**src/rtl/accel_mem_sequencer.sv**
```systemverilog
// Preloads a word block into slave memory, kicks the accelerator, reads it back.
// Define ACCEL_SEQ_WATCHDOG_EN to bound the RUN wait by MAX_CYCLES.
module accel_mem_sequencer #(
  parameter int ADDR_W     = 8,
  parameter int DATA_W     = 64,
  parameter int SIZE_W     = 7,
  parameter int NWORDS     = 16,
  parameter int BASE_ADDR  = 0,
  parameter int MAX_CYCLES = 200000000
) (
  input  logic                  clock,
  input  logic                  reset,
  input  logic                  go,
  input  logic                  ld_valid,
  input  logic [31:0]           ld_data,
  output logic                  ld_ready,
  output logic                  acc_start_port,
  input  logic                  acc_done_port,
  output logic [1:0]            S_oe_ram,
  output logic [1:0]            S_we_ram,
  output logic [2*ADDR_W-1:0]   S_addr_ram,
  output logic [2*DATA_W-1:0]   S_Wdata_ram,
  output logic [2*SIZE_W-1:0]   S_data_ram_size,
  input  logic [2*DATA_W-1:0]   Sout_Rdata_ram,
  input  logic [1:0]            Sout_DataRdy,
  output logic                  rd_valid,
  output logic [31:0]           rd_data,
  input  logic                  rd_ready,
  output logic                  busy,
  output logic                  done,
  output logic                  timeout,
  output logic [31:0]           cycles
);

  localparam int IDX_W = $clog2(NWORDS) + 1;
  localparam logic [IDX_W-1:0] LAST = IDX_W'(NWORDS - 1);
  localparam logic [SIZE_W-1:0] SIZE32 = SIZE_W'(32);

  typedef enum logic [2:0] {
    S_IDLE,
    S_LOAD,
    S_START,
    S_RUN,
    S_RD_REQ,
    S_RD_OUT,
    S_FINISH
  } state_t;

  state_t           state_q, state_d;
  logic [IDX_W-1:0] idx_q, idx_d;
  logic             wr_pend_q, wr_pend_d;
  logic [31:0]      wdata_q, wdata_d;
  logic [31:0]      rdata_q, rdata_d;
  logic [31:0]      cnt_q, cnt_d;
  logic [31:0]      cycles_q, cycles_d;
  logic             timeout_q, timeout_d;
  logic [31:0]      cnt_inc;
  logic [ADDR_W-1:0] addr;
  logic             unused_in;

  assign unused_in = ^{Sout_Rdata_ram[2*DATA_W-1:32], Sout_DataRdy[1]};

  // Counter holds at all-ones rather than wrapping.
  assign cnt_inc = (cnt_q == '1) ? cnt_q : cnt_q + 32'd1;
  assign addr = ADDR_W'(BASE_ADDR) + (ADDR_W'(idx_q) << 2);

  always_comb begin
    state_d         = state_q;
    idx_d           = idx_q;
    wr_pend_d       = wr_pend_q;
    wdata_d         = wdata_q;
    rdata_d         = rdata_q;
    cnt_d           = cnt_q;
    cycles_d        = cycles_q;
    timeout_d       = timeout_q;
    ld_ready        = 1'b0;
    acc_start_port  = 1'b0;
    rd_valid        = 1'b0;
    rd_data         = '0;
    S_oe_ram        = '0;
    S_we_ram        = '0;
    S_addr_ram      = '0;
    S_Wdata_ram     = '0;
    S_data_ram_size = '0;

    unique case (state_q)
      S_IDLE: begin
        if (go) begin
          state_d   = S_LOAD;
          idx_d     = '0;
          cnt_d     = '0;
          cycles_d  = '0;
          timeout_d = 1'b0;
        end
      end
      S_LOAD: begin
        ld_ready = !wr_pend_q;
        if (wr_pend_q) begin
          S_we_ram[0]                     = 1'b1;
          S_addr_ram[ADDR_W-1:0]          = addr;
          S_Wdata_ram[31:0]               = wdata_q;
          S_data_ram_size[SIZE_W-1:0]     = SIZE32;
          if (Sout_DataRdy[0]) begin
            wr_pend_d = 1'b0;
            idx_d     = idx_q + 1'b1;
            if (idx_q == LAST) state_d = S_START;
          end
        end else if (ld_valid) begin
          wr_pend_d = 1'b1;
          wdata_d   = ld_data;
        end
      end
      S_START: begin
        acc_start_port = 1'b1;
        cnt_d          = 32'd1;
        state_d        = S_RUN;
      end
      S_RUN: begin
        cnt_d = cnt_inc;
        if (acc_done_port) begin
          cycles_d = cnt_inc;
          idx_d    = '0;
          state_d  = S_RD_REQ;
        end
`ifdef ACCEL_SEQ_WATCHDOG_EN
        else if ({1'b0, cnt_q} >= 33'(MAX_CYCLES)) begin
          timeout_d = 1'b1;
          cycles_d  = 32'(MAX_CYCLES);
          state_d   = S_FINISH;
        end
`endif
      end
      S_RD_REQ: begin
        S_oe_ram[0]                 = 1'b1;
        S_addr_ram[ADDR_W-1:0]      = addr;
        S_data_ram_size[SIZE_W-1:0] = SIZE32;
        if (Sout_DataRdy[0]) begin
          rdata_d = Sout_Rdata_ram[31:0];
          state_d = S_RD_OUT;
        end
      end
      S_RD_OUT: begin
        rd_valid = 1'b1;
        rd_data  = rdata_q;
        if (rd_ready) begin
          if (idx_q == LAST) begin
            state_d = S_FINISH;
          end else begin
            idx_d   = idx_q + 1'b1;
            state_d = S_RD_REQ;
          end
        end
      end
      S_FINISH: state_d = S_IDLE;
      default:  state_d = S_IDLE;
    endcase
  end

  always_ff @(posedge clock) begin
    if (reset) begin
      state_q   <= S_IDLE;
      idx_q     <= '0;
      wr_pend_q <= 1'b0;
      wdata_q   <= '0;
      rdata_q   <= '0;
      cnt_q     <= '0;
      cycles_q  <= '0;
      timeout_q <= 1'b0;
    end else begin
      state_q   <= state_d;
      idx_q     <= idx_d;
      wr_pend_q <= wr_pend_d;
      wdata_q   <= wdata_d;
      rdata_q   <= rdata_d;
      cnt_q     <= cnt_d;
      cycles_q  <= cycles_d;
      timeout_q <= timeout_d;
    end
  end

  assign busy    = (state_q != S_IDLE);
  assign done    = (state_q == S_FINISH);
  assign timeout = timeout_q;
  assign cycles  = cycles_q;

endmodule

```
**config.mk**
```make
export PLATFORM = sky130hd
export DESIGN_NAME = accel_mem_sequencer
export DESIGN_NICKNAME = d
export VERILOG_FILES = /design/src/rtl/accel_mem_sequencer.sv
export SDC_FILE = /design/constraint.sdc
export NUM_CORES = 1
export LEC_CHECK = 0
export CELL_PAD_IN_SITES_DETAIL_PLACEMENT = 0
export CELL_PAD_IN_SITES_GLOBAL_PLACEMENT = 2
export CORE_ASPECT_RATIO = 1.2
export CORE_UTILIZATION = 20
export CTS_CLUSTER_DIAMETER = 200
export DETAILED_ROUTE_END_ITERATION = 7
export PLACE_DENSITY = 0.91
export SLEW_MARGIN = 5
export SYNTH_ARGS = -nofsm -noshare
export SYNTH_HDL_FRONTEND = slang
export SYNTH_SLANG_ARGS = --single-unit
```
**constraint.sdc**
```tcl
create_clock -name clock -period 2.7 [get_ports clock]
set_clock_uncertainty 0.2 [all_clocks]
set_input_delay 0.54 -clock clock [delete_from_list [all_inputs] [get_ports clock]]
set_output_delay 0.54 -clock clock [all_outputs]
set_load 0.02 [all_outputs]
```
==> qor.csv <==
stage,metric,value,unit
layout,Multi-input gate area,3800,um2
power,clock share of power,43.0,%
flow_run,Max Cap Viol,0,
yosys,cell with the most instances after synthesis,nand2_1,
setup_path,CP Launch Type,register,
die,initial core utilization,20.3,%
route,WL final,20000,um
power,switching part of the total power,28.8,%
clocking,CTS sink cnt,137,
clocking,CTS tree,built,
power,PD cells,530,nW/um2
yosys,commonest register cell after synthesis,dfxtp_1,
sta,WHS,184,ps
setup_path,Worst path top cell family by delay,simple AND/OR/NAND/NOR gates,
power,Tot Pwr,5.18,mW
yosys,Ys Warns,0,
power,Pint,3.69,mW
sta,final setup fails,0,
route,top sig layer,met4,
setup_path,crit-path cells,nor3b_4 -> and2_1 -> nor2_2 -> nor2b_1 -> clkdlybuf4s15_1,
setup_path,R2R depth,6,
route,Pre-Repair DR Iteration Count,5,
yosys,asr flop ratio synth,0,%
yosys,synth cell count leaders,"nand2_1, dfxtp_1, buf_4",
sta,period utilisation layout,95.7,%
sta,Final Hold Vio Count,0,
route,via count,6502,
route,DR WL/cell,12.5,um
placement,GPL Wtd Cong,0.769,
sta,fmax,387,MHz
layout,share of cells above drive strength 1,8.13,%
sta,fin. max-slew vios,0,
global_route,vias in the first global route,5859,
run_status,status,finished clean,
die,core area,35800,um2
setup_path,"slowest stage delay, CP",370,ps
clocking,number of buffers created by CTS,17,
sta,Slew @ Worst Pin,792,ps
clocking,post-CTS setup buffer count,0,
yosys,post-synthesis cell type count,53,
setup_path,buffers plus inverters on the worst setup path,1,
global_route,largest net degree at the start of global routing,47,
route,met2 WL post-DR,9740,um
setup_path,R2R Setup Slk,210,ps
hold_path,hold path startpoint,reset,
setup_path,r2r endpoint,cnt_q[25]$_SDFFE_PP0P_,
clocking,"Clk pin slew, worst setup/hold paths",60,ps
hold_path,Worst Hold End,cnt_q[29]$_SDFFE_PP0P_,
setup_path,FF-to-FF Start,cnt_q[11]$_SDFFE_PP0P_,
global_route,first-pass GRT wire length,30800,um
power,leak pwr,4.04,nW
route,drc violations,0,
layout,Fillers,3868,
clocking,Max clock buf depth,2,
yosys,post-synthesis cell area,7270,um2
die,Die X,176,um
power,worst vdd ir,324,uV
yosys,post-synthesis cell count,939,
yosys,Syn Area/Cell,7.74,um2
clocking,htree depth,4,
route,met1 WL,8520,um
die,Rows,76,
layout,Inserted Diodes,0,
global_route,GR Overflow Total,0,
hold_path,hold depth,2,
placement,pre-CTS setup slack,-118,ps
layout,Reg area,2740,um2
power,sequential share of power,41.1,%
clocking,Clock Latency Late Sink,430,ps
die,IO Pins,400,
setup_path,worst setup path start,state_q[1]$_SDFFE_PP0P_,
yosys,Yosys reg bits,137,
setup_path,CP Capture Type,primary output,
power,Gate power share,15.9,%
setup_path,Setup CP Type,register to primary output,
yosys,number of synthesized flops with an enable pin,0,
hold_path,worst min path class,input port to register,
route,drt first-iter violations,322,
sta,Tmin final,2590,ps
yosys,post-synthesis sequential area ratio,37.7,%
placement,post-DP HPWL,14400,um
die,die height,211,um
clocking,number of hold buffers added after cts,0,
layout,P&R area growth vs syn,34.5,%
sta,Rel. slew slack,47.1,%
power,switching power,1.49,mW
clocking,root buffer cell,clkbuf_16,
yosys,Area contributors post-synth,"dfxtp_1, buf_4, nand2_1, a21oi_1, o21ai_0",
setup_path,slowest library cell on the worst path,clkdlybuf4s15_1,
setup_path,Arrival @ worst endpoint,1850,ps
yosys,Yosys top cell area share,37.7,%
global_route,total track usage,10.6,%
sta,setup_tns,0,ps
yosys,"area leader, netlist",dfxtp_1,
sta,final worst slack,115,ps
setup_path,CP required,1960,ps
route,WL met3,1210,um
setup_path,Crit Path Max Fanout,6,
route,Via density,4.06,
global_route,initial antenna violation count,0,
placement,PortBufs,179,
sta,RSZ-0062 raised after global routing,no,
route,Final ANT Viol Nets,0,
layout,"Net count, final",1290,
die,full die area,37100,um2
logic make-up (layout without fill, tap and decap cells):
| logic type | after synthesis | count (layout) | share of synthesized area [%] |
|---|---|---|---|
| buffers and inverters | 193 | 264 | 16.4 |
| other | 1 | 123 | 0.0516 |
| DFF | 137 | 137 | 37.7 |
| AOI/OAI and AO/OA | 180 | 180 | 13.8 |
| xor gates and xnor gates | 33 | 33 | 3.98 |
| and+or+nand+nor | 389 | 389 | 27.1 |
| adders and majority gates | 3 | 3 | 0.517 |
| muxes | 3 | 3 | 0.413 |
how the worst max path moves through the flow:
| stage | endpoint | slack, ps | depth (start not counted) |
|---|---|---|---|
| final | S_addr_ram[2] | 110 | 5 |
| after global routing | S_addr_ram[2] | 2 | 5 |
| after CTS | rd_data[28] | 10 | 5 |
| after detailed placement | cycles[13]$_SDFFE_PP0P_ | -120 | 8 |
| after global placement | cycles[12]$_SDFFE_PP0P_ | -60 | 8 |
| after floorplan | cnt_q[28]$_SDFFE_PP0P_ | 280 | 7 |
power groups by stage:
stage	Clock [mW]	Combinational, mW	Sequential [mW]
final	2.23	0.824	2.13
after detailed placement	0	0.818	2.17
after global routing	2.40	0.904	2.14
after global placement	0	0.813	2.17
after floorplan	0	0.649	2.16
after CTS	2.31	0.823	2.13
area by class of cell:
type / instances / share of cell area [%]
multi-input cells: 731 / 38.9
well taps: 468 / 5.99
repair buffers: 222 / 20.9
clock buffers: 22 / 4.75
flip-flops and latches: 137 / 28.1
clock inverters: 10 / 0.960
inverters: 10 / 0.384
metrics by stage:
step / area [um2] / util, % / cells
2_1_floorplan: 7720 / - / 1061
4_1_cts: 9760 / 27.2 / 1600
6_report: 9770 / 27.3 / 1600
3_3_place_gp: 9280 / 25.9 / 1568
5_1_grt: 9770 / 27.3 / 1600
3_5_place_dp: 9280 / 25.9 / 1568
sequential cells by signal (all words and copies together), names as in the netlist:
name and count:
state_q 3, wdata_q 32, cycles 32, rdata_q 32, idx_q 5, cnt_q 32
wr_pend_q 1
what timing repair did:
item	4_1_cts	5_1_grt
pin swaps	1	0
endpoints found under the setup margin	76	43
gates resized for setup	81	15
layout by cell type, fill, tap and decap left out, types with 17 or more instances in the layout:
cell type	Yosys	final
o21ai_0	59	59
dlygate4sd2_1	0	65
and3_1	44	44
nand2_1	187	187
a21oi_1	82	82
clkdlybuf4s50_1	0	101
dfxtp_1	137	136
nand3_1	27	27
clkbuf_16	0	17
conb_1	1	123
buf_4	123	39
nor2_1	29	27
and2_1	36	36
xnor2_1	20	20
metal layers:
metal	track usage, %	up-vias
li1	-	3261
met1	12.1	3004
met2	18.0	215
met3	2.92	22
met4	5.19	0
met5	0	-
No activity file was read; power rests on OpenSTA's default activity.
